--- src/rtl/adc_5g_phase_cal_if.sv ---
// Control/status bundle between the DCM phase calibrator and the ADC capture interface.
// The calibrator is the master; the ADC interface / DCM side is the slave.
interface adc_5g_phase_cal_if;
  logic       cal_start;
  logic       dcm_locked;
  logic       dcm_psdone;
  logic       samp_valid;
  logic [3:0] samp_sync;
  logic       dcm_reset;
  logic       dcm_psen;
  logic       dcm_psincdec;
  logic       cal_busy;
  logic       cal_done;
  logic       cal_fail;
  logic [1:0] cal_fail_code;
  logic [7:0] cal_best_start;
  logic [7:0] cal_best_len;

  modport master (
    input  cal_start, dcm_locked, dcm_psdone, samp_valid, samp_sync,
    output dcm_reset, dcm_psen, dcm_psincdec, cal_busy, cal_done, cal_fail,
           cal_fail_code, cal_best_start, cal_best_len
  );

  modport slave (
    output cal_start, dcm_locked, dcm_psdone, samp_valid, samp_sync,
    input  dcm_reset, dcm_psen, dcm_psincdec, cal_busy, cal_done, cal_fail,
           cal_fail_code, cal_best_start, cal_best_len
  );
endinterface

--- src/rtl/adc_5g_phase_cal.sv ---
// DCM phase calibration sequencer: reset DCM, wait for lock, sweep the phase, score the
// four-phase sync capture at each point and park at the centre of the longest clean run.
module adc_5g_phase_cal #(
  parameter int STEP_COUNT = 64,
  parameter int WINDOW     = 1024,
  parameter int RST_CYCLES = 16,
  parameter int TIMEOUT    = 65535
) (
  input  logic                ctrl_clk,
  input  logic                ctrl_reset,
  adc_5g_phase_cal_if.master  bus
);
  localparam int TW = $clog2(TIMEOUT + 1);
  localparam int CW = $clog2(WINDOW + 1);
  localparam int RW = $clog2(RST_CYCLES + 1);
  localparam logic [TW-1:0] TMO_LAST = TW'(TIMEOUT - 1);
  localparam logic [CW-1:0] WIN_LAST = CW'(WINDOW - 1);
  localparam logic [RW-1:0] RST_LAST = RW'(RST_CYCLES - 1);
  localparam logic [7:0]    LAST     = 8'(STEP_COUNT - 1);
  localparam logic [7:0]    HALF     = 8'(STEP_COUNT / 2);

  typedef enum logic [3:0] {
    S_IDLE, S_DCM_RST, S_WAIT_LOCK, S_PRE_DEC, S_MEASURE,
    S_STEP_INC, S_CENTER_DEC, S_DONE, S_FAIL
  } state_t;

  state_t        r_state;
  logic [RW-1:0] r_rcnt;
  logic [TW-1:0] r_tmo;
  logic [CW-1:0] r_scnt;
  logic          r_bad;
  logic [7:0]    r_idx, r_cur_start, r_cur_len, r_best_start, r_best_len, r_rem;
  logic          r_ps_wait;
  logic          r_dcm_reset, r_psen, r_psincdec, r_busy, r_done, r_fail;
  logic [1:0]    r_code;

  logic       w_samp_bad, w_pt_good, w_better, w_lock_lost;
  logic [7:0] w_cur_start_nx, w_cur_len_nx, w_best_start_nx, w_best_len_nx;
  logic [7:0] w_target, w_center_rem;

  // Scoring of the point that closes in this cycle (only consumed on the last sample).
  always_comb begin
    w_samp_bad      = bus.samp_valid && (bus.samp_sync != 4'h0) && (bus.samp_sync != 4'hF);
    w_pt_good       = !(r_bad || w_samp_bad);
    w_cur_start_nx  = (r_cur_len == 8'd0) ? r_idx : r_cur_start;
    w_cur_len_nx    = w_pt_good ? (r_cur_len + 8'd1) : 8'd0;
    w_better        = w_pt_good && (w_cur_len_nx > r_best_len);
    w_best_start_nx = w_better ? w_cur_start_nx : r_best_start;
    w_best_len_nx   = w_better ? w_cur_len_nx : r_best_len;
    w_target        = w_best_start_nx + (w_best_len_nx >> 1);
    w_center_rem    = LAST - w_target;
    w_lock_lost     = !bus.dcm_locked &&
                      ((r_state == S_PRE_DEC) || (r_state == S_MEASURE) ||
                       (r_state == S_STEP_INC) || (r_state == S_CENTER_DEC));
  end

  always_ff @(posedge ctrl_clk or posedge ctrl_reset) begin
    if (ctrl_reset) begin
      r_state      <= S_IDLE;
      r_rcnt       <= '0;
      r_tmo        <= '0;
      r_scnt       <= '0;
      r_bad        <= 1'b0;
      r_idx        <= '0;
      r_cur_start  <= '0;
      r_cur_len    <= '0;
      r_best_start <= '0;
      r_best_len   <= '0;
      r_rem        <= '0;
      r_ps_wait    <= 1'b0;
      r_dcm_reset  <= 1'b0;
      r_psen       <= 1'b0;
      r_psincdec   <= 1'b0;
      r_busy       <= 1'b0;
      r_done       <= 1'b0;
      r_fail       <= 1'b0;
      r_code       <= '0;
    end else begin
      r_psen <= 1'b0;
      if (w_lock_lost) begin
        r_state   <= S_FAIL;
        r_fail    <= 1'b1;
        r_busy    <= 1'b0;
        r_code    <= 2'b01;
        r_ps_wait <= 1'b0;
      end else begin
        case (r_state)
          S_IDLE, S_DONE, S_FAIL: begin
            if (bus.cal_start) begin
              r_state      <= S_DCM_RST;
              r_dcm_reset  <= 1'b1;
              r_busy       <= 1'b1;
              r_done       <= 1'b0;
              r_fail       <= 1'b0;
              r_code       <= '0;
              r_best_start <= '0;
              r_best_len   <= '0;
              r_cur_start  <= '0;
              r_cur_len    <= '0;
              r_idx        <= '0;
              r_rcnt       <= '0;
              r_ps_wait    <= 1'b0;
            end
          end
          S_DCM_RST: begin
            if (r_rcnt == RST_LAST) begin
              r_dcm_reset <= 1'b0;
              r_state     <= S_WAIT_LOCK;
              r_tmo       <= '0;
            end else begin
              r_rcnt <= r_rcnt + 1'b1;
            end
          end
          S_WAIT_LOCK: begin
            if (bus.dcm_locked) begin
              r_state <= S_PRE_DEC;
              r_rem   <= HALF;
              r_tmo   <= '0;
            end else if (r_tmo == TMO_LAST) begin
              r_state <= S_FAIL;
              r_fail  <= 1'b1;
              r_busy  <= 1'b0;
              r_code  <= 2'b01;
            end else begin
              r_tmo <= r_tmo + 1'b1;
            end
          end
          // Shared phase-step engine: one psen per outstanding step, each gated by psdone.
          S_PRE_DEC, S_STEP_INC, S_CENTER_DEC: begin
            if (r_ps_wait) begin
              if (bus.dcm_psdone) begin
                r_ps_wait <= 1'b0;
                r_rem     <= r_rem - 8'd1;
                r_tmo     <= '0;
              end else if (r_tmo == TMO_LAST) begin
                r_state   <= S_FAIL;
                r_fail    <= 1'b1;
                r_busy    <= 1'b0;
                r_code    <= 2'b10;
                r_ps_wait <= 1'b0;
              end else begin
                r_tmo <= r_tmo + 1'b1;
              end
            end else if (r_rem != 8'd0) begin
              r_psen     <= 1'b1;
              r_psincdec <= (r_state == S_STEP_INC);
              r_ps_wait  <= 1'b1;
              r_tmo      <= '0;
            end else if (r_state == S_CENTER_DEC) begin
              r_state <= S_DONE;
              r_done  <= 1'b1;
              r_busy  <= 1'b0;
            end else begin
              if (r_state == S_STEP_INC) r_idx <= r_idx + 8'd1;
              r_state <= S_MEASURE;
              r_scnt  <= '0;
              r_bad   <= 1'b0;
              r_tmo   <= '0;
            end
          end
          S_MEASURE: begin
            if (bus.samp_valid) begin
              if (r_scnt == WIN_LAST) begin
                if (w_pt_good) r_cur_start <= w_cur_start_nx;
                r_cur_len    <= w_cur_len_nx;
                r_best_start <= w_best_start_nx;
                r_best_len   <= w_best_len_nx;
                r_tmo        <= '0;
                if (r_idx < LAST) begin
                  r_state <= S_STEP_INC;
                  r_rem   <= 8'd1;
                end else if (w_best_len_nx == 8'd0) begin
                  r_state <= S_FAIL;
                  r_fail  <= 1'b1;
                  r_busy  <= 1'b0;
                  r_code  <= 2'b11;
                end else begin
                  r_state <= S_CENTER_DEC;
                  r_rem   <= w_center_rem;
                end
              end else begin
                r_scnt <= r_scnt + 1'b1;
                r_bad  <= r_bad | w_samp_bad;
              end
            end
          end
          default: r_state <= S_IDLE;
        endcase
      end
    end
  end

  assign bus.dcm_reset      = r_dcm_reset;
  assign bus.dcm_psen       = r_psen;
  assign bus.dcm_psincdec   = r_psincdec;
  assign bus.cal_busy       = r_busy;
  assign bus.cal_done       = r_done;
  assign bus.cal_fail       = r_fail;
  assign bus.cal_fail_code  = r_code;
  assign bus.cal_best_start = r_best_start;
  assign bus.cal_best_len   = r_best_len;
endmodule

--- src/flat_wrapper.sv ---
// flat-port wrapper written by rule: the top's interface ports become plain ports
module adc_5g_phase_cal_flat 
#(
  parameter int STEP_COUNT = 64,
  parameter int WINDOW     = 1024,
  parameter int RST_CYCLES = 16,
  parameter int TIMEOUT    = 65535
)
  (ctrl_clk, ctrl_reset, bus_cal_start, bus_dcm_locked, bus_dcm_psdone, bus_samp_valid, bus_samp_sync, bus_dcm_reset, bus_dcm_psen, bus_dcm_psincdec, bus_cal_busy, bus_cal_done, bus_cal_fail, bus_cal_fail_code, bus_cal_best_start, bus_cal_best_len);
  adc_5g_phase_cal_if bus_i ();
  input  logic ctrl_clk;
  input  logic ctrl_reset;
  input wire logic [$bits(bus_i.cal_start)-1:0] bus_cal_start;
  input wire logic [$bits(bus_i.dcm_locked)-1:0] bus_dcm_locked;
  input wire logic [$bits(bus_i.dcm_psdone)-1:0] bus_dcm_psdone;
  input wire logic [$bits(bus_i.samp_valid)-1:0] bus_samp_valid;
  input wire logic [$bits(bus_i.samp_sync)-1:0] bus_samp_sync;
  output wire logic [$bits(bus_i.dcm_reset)-1:0] bus_dcm_reset;
  output wire logic [$bits(bus_i.dcm_psen)-1:0] bus_dcm_psen;
  output wire logic [$bits(bus_i.dcm_psincdec)-1:0] bus_dcm_psincdec;
  output wire logic [$bits(bus_i.cal_busy)-1:0] bus_cal_busy;
  output wire logic [$bits(bus_i.cal_done)-1:0] bus_cal_done;
  output wire logic [$bits(bus_i.cal_fail)-1:0] bus_cal_fail;
  output wire logic [$bits(bus_i.cal_fail_code)-1:0] bus_cal_fail_code;
  output wire logic [$bits(bus_i.cal_best_start)-1:0] bus_cal_best_start;
  output wire logic [$bits(bus_i.cal_best_len)-1:0] bus_cal_best_len;
  assign bus_i.cal_start = bus_cal_start;
  assign bus_i.dcm_locked = bus_dcm_locked;
  assign bus_i.dcm_psdone = bus_dcm_psdone;
  assign bus_i.samp_valid = bus_samp_valid;
  assign bus_i.samp_sync = bus_samp_sync;
  assign bus_dcm_reset = bus_i.dcm_reset;
  assign bus_dcm_psen = bus_i.dcm_psen;
  assign bus_dcm_psincdec = bus_i.dcm_psincdec;
  assign bus_cal_busy = bus_i.cal_busy;
  assign bus_cal_done = bus_i.cal_done;
  assign bus_cal_fail = bus_i.cal_fail;
  assign bus_cal_fail_code = bus_i.cal_fail_code;
  assign bus_cal_best_start = bus_i.cal_best_start;
  assign bus_cal_best_len = bus_i.cal_best_len;
  adc_5g_phase_cal #(.STEP_COUNT(STEP_COUNT), .WINDOW(WINDOW), .RST_CYCLES(RST_CYCLES), .TIMEOUT(TIMEOUT)) u_core (.ctrl_clk(ctrl_clk), .ctrl_reset(ctrl_reset), .bus(bus_i));
endmodule
--- config.mk ---
export PLATFORM = sky130hd
export DESIGN_NAME = adc_5g_phase_cal_flat
export DESIGN_NICKNAME = d
export VERILOG_FILES = /design/src/rtl/adc_5g_phase_cal_if.sv /design/src/rtl/adc_5g_phase_cal.sv /design/src/flat_wrapper.sv
export SDC_FILE = /design/constraint.sdc
export NUM_CORES = 1
export LEC_CHECK = 0
export CORE_ASPECT_RATIO = 2
export CORE_MARGIN = 2
export CORE_UTILIZATION = 35
export DETAILED_ROUTE_END_ITERATION = 6
export HOLD_SLACK_MARGIN = 0.03
export PLACE_DENSITY = 0.5
export SYNTH_ARGS = -nofsm -noshare
export SYNTH_HDL_FRONTEND = slang
export SYNTH_SLANG_ARGS = --single-unit
--- constraint.sdc ---
create_clock -name ctrl_clk -period 8 [get_ports ctrl_clk]
set_input_delay 2.4 -clock ctrl_clk [delete_from_list [all_inputs] [get_ports ctrl_clk]]
set_output_delay 2.4 -clock ctrl_clk [all_outputs]
set_load 0.03 [all_outputs]
==> After elaboration in Yosys (flattened, before gate mapping) <==
Cells that the tools add are included.
{ "op_classes": {"addsub": 8, "mul": 0, "div": 0, "n_lt_le_gt_ge": 2, "eq_ne": 43, "shifts": 0, "n_mux": 121, "bitwise": 3, "n_reduce_logical": 40} }
{ "op_table": {"columns": ["cell", "n"], "rows": [
  ["$mux W8", 25],
  ["$mux W16", 9],
  ["$pmux W8 S2", 5],
  ["$pmux W16 S4", 1],
  ["$mux W11", 5],
  ["$mux W4", 12],
  ["$mux W1", 39],
  ["$mux W2", 12],
  ["$pmux W8 S3", 1],
  ["$reduce_and A6 Y1", 4],
  ["$ne A2 B2 Y1 const B", 11],
  ["$pmux W11 S2", 1],
  ["$ne A3 B2 Y1 const B", 7],
  ["$pmux W4 S5", 1],
  ["$add A16 B1 Y16 const B", 1],
  ["$add A8 B1 Y8 const B", 2],
  ["$eq A16 B16 Y1 const B", 1],
  ["$eq A4 B3 Y1 const B", 4],
  ["$logic_not A8 Y1", 2],
  ["$reduce_and A7 Y1", 2],
  ["$ne A3 B1 Y1 const B", 4],
  ["$reduce_and A4 Y1", 3],
  ["$add A11 B1 Y11 const B", 1],
  ["$eq A11 B10 Y1 const B", 1],
  ["39 further kinds", 63]
]} }
{ "totals": {"ff_bits": 94, "latchBits": 0, "ram_bits": 0, "mem_bits_ro": 0, "inputBits": 10, "output_inout_bits": 24, "elab_cells": 236, "memories": 0} }

==> Logic depth before layout (Yosys ltp) <==
{ "logic_depth": {"word_depth": 15, "depth_mapped": 27, "depth_no_buf": 25} }

==> Least setup slack after synthesis <==
No wires, ideal clock.
{ "synth_path": {"path_type": "input-to-reg", "from": "input bus_samp_sync[1]", "to": "register u_core.r_rem[7]", "setup_time_ns": 0.121, "t_arrival_ns": 6.770, "required_ns": 7.879, "setup_slack_ns": 1.109, "stages": 23, "n_path_buf": 1, "path_cell_list": "or4_1 -> a31oi_1 -> and2_1 -> ha_1 -> nor2b_1 -> o211ai_1 -> a21oi_1 -> nor3_1 -> nand2b_1 -> clkbuf_1 -> a21oi_1 -> ha_1 -> ha_1 -> inv_1 -> fa_1 -> nor2b_1 -> nor3_1 -> o21bai_1 -> a21oi_1 -> xnor2_1 -> xnor2_1 -> o32ai_1 -> a22o_1"} }
{ "synth_via": {"elab_chain_len": 15, "word_cells_on_any_way": 21, "cone_classes": "add/sub (2); order compare (1); eq/ne (2); mux (8); reduce/logical (8)"} }
{ "synth_lines": {"columns": ["element", "line", "rtl"], "rows": [
  ["start, declared", "flat_wrapper.sv:17", "input wire logic [$bits(bus_i.samp_sync)-1:0] bus_samp_sync;"],
  ["$reduce_bool A4 Y1", "adc_5g_phase_cal.sv:43", "w_samp_bad = bus.samp_valid && (bus.samp_sync != 4'h0) && (bus.samp_sync != 4'hF);"],
  ["$logic_and A1 B1 Y1", "adc_5g_phase_cal.sv:43", null],
  ["$logic_and A1 B1 Y1 *", "adc_5g_phase_cal.sv:43", null],
  ["$logic_or A1 B1 Y1 *", "adc_5g_phase_cal.sv:44", "w_pt_good = !(r_bad || w_samp_bad);"],
  ["$mux W8", "adc_5g_phase_cal.sv:46", "w_cur_len_nx = w_pt_good ? (r_cur_len + 8'd1) : 8'd0;"],
  ["$gt A8 B8 Y1", "adc_5g_phase_cal.sv:47", "w_better = w_pt_good && (w_cur_len_nx > r_best_len);"],
  ["$logic_and A1 B1 Y1", "adc_5g_phase_cal.sv:47", null],
  ["$mux W8, on equally long branches", "adc_5g_phase_cal.sv:48, adc_5g_phase_cal.sv:49", null],
  ["$add A8 B7 Y8", "adc_5g_phase_cal.sv:50", "w_target = w_best_start_nx + (w_best_len_nx >> 1);"],
  ["$sub A6 B8 Y8", "adc_5g_phase_cal.sv:51", "w_center_rem = LAST - w_target;"],
  ["$mux W8", "adc_5g_phase_cal.sv:172", "end else if (w_best_len_nx == 8'd0) begin"],
  ["$mux W8", "adc_5g_phase_cal.sv:169", "if (r_idx < LAST) begin"],
  ["$mux W8", "adc_5g_phase_cal.sv:163", "if (r_scnt == WIN_LAST) begin"],
  ["$mux W8", "adc_5g_phase_cal.sv:162", "if (bus.samp_valid) begin"],
  ["$pmux W8 S3", "adc_5g_phase_cal.sv:87", "case (r_state)"],
  ["end signal, assigned", "adc_5g_phase_cal.sv:133", "r_rem <= r_rem - 8'd1;"],
  ["end signal, assigned", "adc_5g_phase_cal.sv:179", "r_rem <= w_center_rem;"],
  ["end, declared", "adc_5g_phase_cal.sv:32", "logic [7:0] r_idx, r_cur_start, r_cur_len, r_best_start, r_best_len, r_rem;"]
]} }
Mark *: on every way between the ends. The rest lies on a longest branch, timed or not. The select of a mux whose other input is x is not followed.
A chain may end at the register's enable or synchronous reset.

==> Worst setup path after layout <==
Ends and elaborated chain as after synthesis.

==> qor.yml <==
die:
  floorplan.die.height_um: 190
  die_area_sq_um: 18500
  initial_utilization_pct: 35.5
  std_cell_rows: 68
  design.core.area_sq_um: 17100
  chipWidth_um: 97.2
  ioPinCount: 34
placement:
  detailedPlace.worstSlack_ns: 0.544
  place_hpwl_um: 11700
  globalplace.congestion: 0.860
  port_buffers: 33
routing:
  routed_wl_um: 16000
  drt_drc_violations_left: 0
  ant_nets: 0
  detail_route.wl_per_cell_um: 17.0
  first_iter_violations: 275
  pre_antenna_drt_iters: 4
  routed-via-count: 5154
  detail_route.vias_per_cell: 5.48
timing:
  skew_final_ns: 0.0112
  timing.max_slew.rel_slack_pct: 32.1
  tightest_slew_ns: 1.02
  hold_viol: 0
  finalCritPeriodShare_pct: 88.8
  max_freq_mhz: 141
  timing.final.crit_period_ns: 7.11
  final.hold.worst_slack_ns: 0.493
  tns_ns: 0
  timing.final.max_slew_violations: 0
  rsz0062_at_grt: "false"
  setup_viol: 0
  final_critical_path_setup_slack_ns: 0.894
global_routing:
  grt_antenna_before_repair: 0
  number_of_global_route_vias_before_repair: 4926
  grt.total_usage_pct: 18.0
  grt_start_max_net_pins: 64
  grt_pass1_wl_um: 26500
  grt_remaining_overflow: 0
job:
  max_cap_violations: 0
clock_tree:
  cts.repair.resized: 0
  tritoncts: "done"
  path_clk_slew_ns: 0.07
  cts_root_buffer: "sky130_fd_sc_hd__clkbuf_16"
  cts.sinks: 94
  cts_inserted_buffers: 9
  worst_skew_pair.late_latency_ns: 0.36
  ctsHoldBuffers: 0
  ctsLongestPathBuffers: 2
  post-cts-setup-buffers: 0
  htree_levels: 3
critical_path:
  endpoint_kind: "register"
  critical_path.max_fanout: 17
  ff2ff_path_depth: 22
  cp.arrival_ns: 7.35
  critPathLaunchType: "input pin"
  worstSetupPathType: "input pin to register"
  worstPathRequired_ns: 8.24
final_layout:
  design.final.nets: 768
  n_antenna_cell: 0
  post_route_cells_drive_above_1_share_pct: 6.16
  area_growth_pct: 13.7
  final_cell_mix: "sky130_fd_sc_hd__dfrtp_1, sky130_fd_sc_hd__nand2_1, sky130_fd_sc_hd__nor2_1"
  fill_cells: 1734
  leading_cell_type_in_the_layout_fill_and_taps_excluded: "sky130_fd_sc_hd__dfrtp_1"
synthesis:
  largest_family_of_logic_cells_by_synthesized_area: "simple AND/OR/NAND/NOR gates"
  synth_edf_count: 0
  yosysUniqueCellTypes: 74
  synth.top_cell.area_share_pct: 38.7
  syn_area_per_cell_sq_um: 8.60
  yosys.area_share.simple_pct: 23.2
  post_synth_inst_count: 706
  synth_compound_area_share_pct: 19.7
  synth.yosys.seq_area_share_pct: 38.7
  netlist.top_cell.by_area: "sky130_fd_sc_hd__dfrtp_1"
  synth.ff_latch_count: 94
  yosys_warnings: 0
  asyncSetResetFlopFracSynth_pct: 100
  synth_fa_ha_area_share_pct: 6.88
  net_count_after_synthesis: 748
  multiplexer_share_of_the_synthesized_area_pct: 1.85
  synth.cell_area_sq_um: 6070
  synth_area_leaders: "sky130_fd_sc_hd__dfrtp_1, sky130_fd_sc_hd__ha_1, sky130_fd_sc_hd__nand2_1"
  synthXorXnorAreaFrac_pct: 5.19
  synth_top_flop_cell: "sky130_fd_sc_hd__dfrtp_1"
power:
  power_density_nw_per_um2: 274
  vdd.ir_drop.worst_mv: 0.164
  static-leakage-power_nw: 2.90
  finalPower_mw: 1.89
min_path:
  worstHoldPathType: "register to register"
  min_path_cells: 2
run_status:
  status: "finished clean"
-- sequential cells by signal, summed over array words and instances, names as in the netlist --
register / count
u_core.r_idx: 8
u_core.r_rem: 8
u_core.bus.dcm_psincdec: 1
u_core.r_ps_wait: 1
u_core.r_state: 4
u_core.bus.cal_best_start: 8
u_core.bus.cal_fail_code: 2
u_core.r_bad: 1
u_core.bus.cal_busy: 1
u_core.r_rcnt: 5
u_core.bus.cal_done: 1
u_core.bus.cal_best_len: 8
u_core.bus.dcm_psen: 1
u_core.bus.cal_fail: 1
u_core.r_tmo: 16
u_core.r_scnt: 11
u_core.bus.dcm_reset: 1
u_core.r_cur_len: 8
u_core.r_cur_start: 8
-- through the flow --
stage | area [sq um] | std cells | utilization, %
finish | 6910 | 941 | 40.4
global route | 6910 | 941 | 40.4
CTS | 6910 | 941 | 40.4
detailed placement | 6580 | 925 | 38.4
global placement | 6580 | 925 | 38.4
floorplan | 6070 | 706 | -
-- cell type report --
cell class / instances / area (sq um) / area share [%]
Inverter: 29 / 111 / 1.61
Tap cell: 210 / 263 / 3.80
Clock inverter: 6 / 92.6 / 1.34
Multi-Input combinational cell: 551 / 3460 / 50.1
Timing Repair Buffer: 41 / 390 / 5.65
Sequential cell: 94 / 2350 / 34.1
Clock buffer: 10 / 239 / 3.46
-- cell usage after synthesis, drive strengths merged, types with 3 or more instances --
library cell	instances
ha	31
nor4	5
o21a	5
nor2b	3
mux2i	9
or3	15
o32ai	4
a211oi	6
nand4	16
nand2b	8
inv	28
dfrtp	94
and2	7
buf	9
nand2	93
nor3	14
o21ai	68
xor2	26
a21o	9
nand3b	4
a21oi	41
nand3	26
nor2	71
a31oi	3
and3	7
clkbuf	23
a22o	17
o22ai	7
or4	5
xnor2	10
o31ai	5
nor4b	3
-- final timing paths --
kind,slack [ns],to,start
setup / recovery,0.89,u_core.r_rem[7],bus_samp_sync[1]
hold / removal,0.49,u_core.bus.dcm_reset,u_core.bus.dcm_reset
min in group asynchronous,2.40,u_core.r_tmo[10],ctrl_reset
max in group asynchronous,4.42,u_core.bus.cal_best_len[1],ctrl_reset
hold reg to reg,0.49,u_core.bus.dcm_reset,u_core.bus.dcm_reset
setup reg to reg,2.87,u_core.r_rem[7],u_core.r_cur_len[0]
-- where the power goes --
part / switching [mW] / internal, mW
clock: 0.200 / 0.285
combinational: 0.506 / 0.276
sequential: 0.0892 / 0.538
-- logic make-up after synthesis --
| family | Yosys count |
|---|---|
| xor+xnor | 36 |
| buf+inv | 61 |
| mux | 11 |
| compound gates | 186 |
| flops | 94 |
| simple gates | 285 |
| fa+ha+maj | 33 |
-- routing by layer --
metal | wire length, um | track usage (%) | up-vias
met5 | 0 | 0 | -
met4 | 265 | 6.23 | 0
met3 | 475 | 2.24 | 13
met2 | 7840 | 29.6 | 101
met1 | 7430 | 24.3 | 2474
li1 | - | - | 2566
-- critical path, cell delays in order --
cell and delay, ns:
sky130_fd_sc_hd__clkdlybuf4s50_1 0.41, sky130_fd_sc_hd__or4_1 0.59, sky130_fd_sc_hd__a31oi_1 0.38, sky130_fd_sc_hd__nand2_1 0.18
sky130_fd_sc_hd__inv_1 0.09, sky130_fd_sc_hd__ha_1 0.23, sky130_fd_sc_hd__nand4_1 0.13, sky130_fd_sc_hd__nor2_1 0.09
sky130_fd_sc_hd__nor2_4 0.11, sky130_fd_sc_hd__o31a_1 0.54, sky130_fd_sc_hd__a21oi_1 0.19, sky130_fd_sc_hd__ha_1 0.33
sky130_fd_sc_hd__ha_1 0.16, sky130_fd_sc_hd__inv_1 0.06, sky130_fd_sc_hd__fa_1 0.40, sky130_fd_sc_hd__nor2b_1 0.15
sky130_fd_sc_hd__nor3_1 0.07, sky130_fd_sc_hd__o21bai_1 0.13, sky130_fd_sc_hd__a21oi_1 0.09, sky130_fd_sc_hd__xnor2_1 0.16
sky130_fd_sc_hd__xnor2_1 0.14, sky130_fd_sc_hd__o32ai_1 0.10, sky130_fd_sc_hd__a22o_1 0.19
Power figures use the tool's default switching activity.
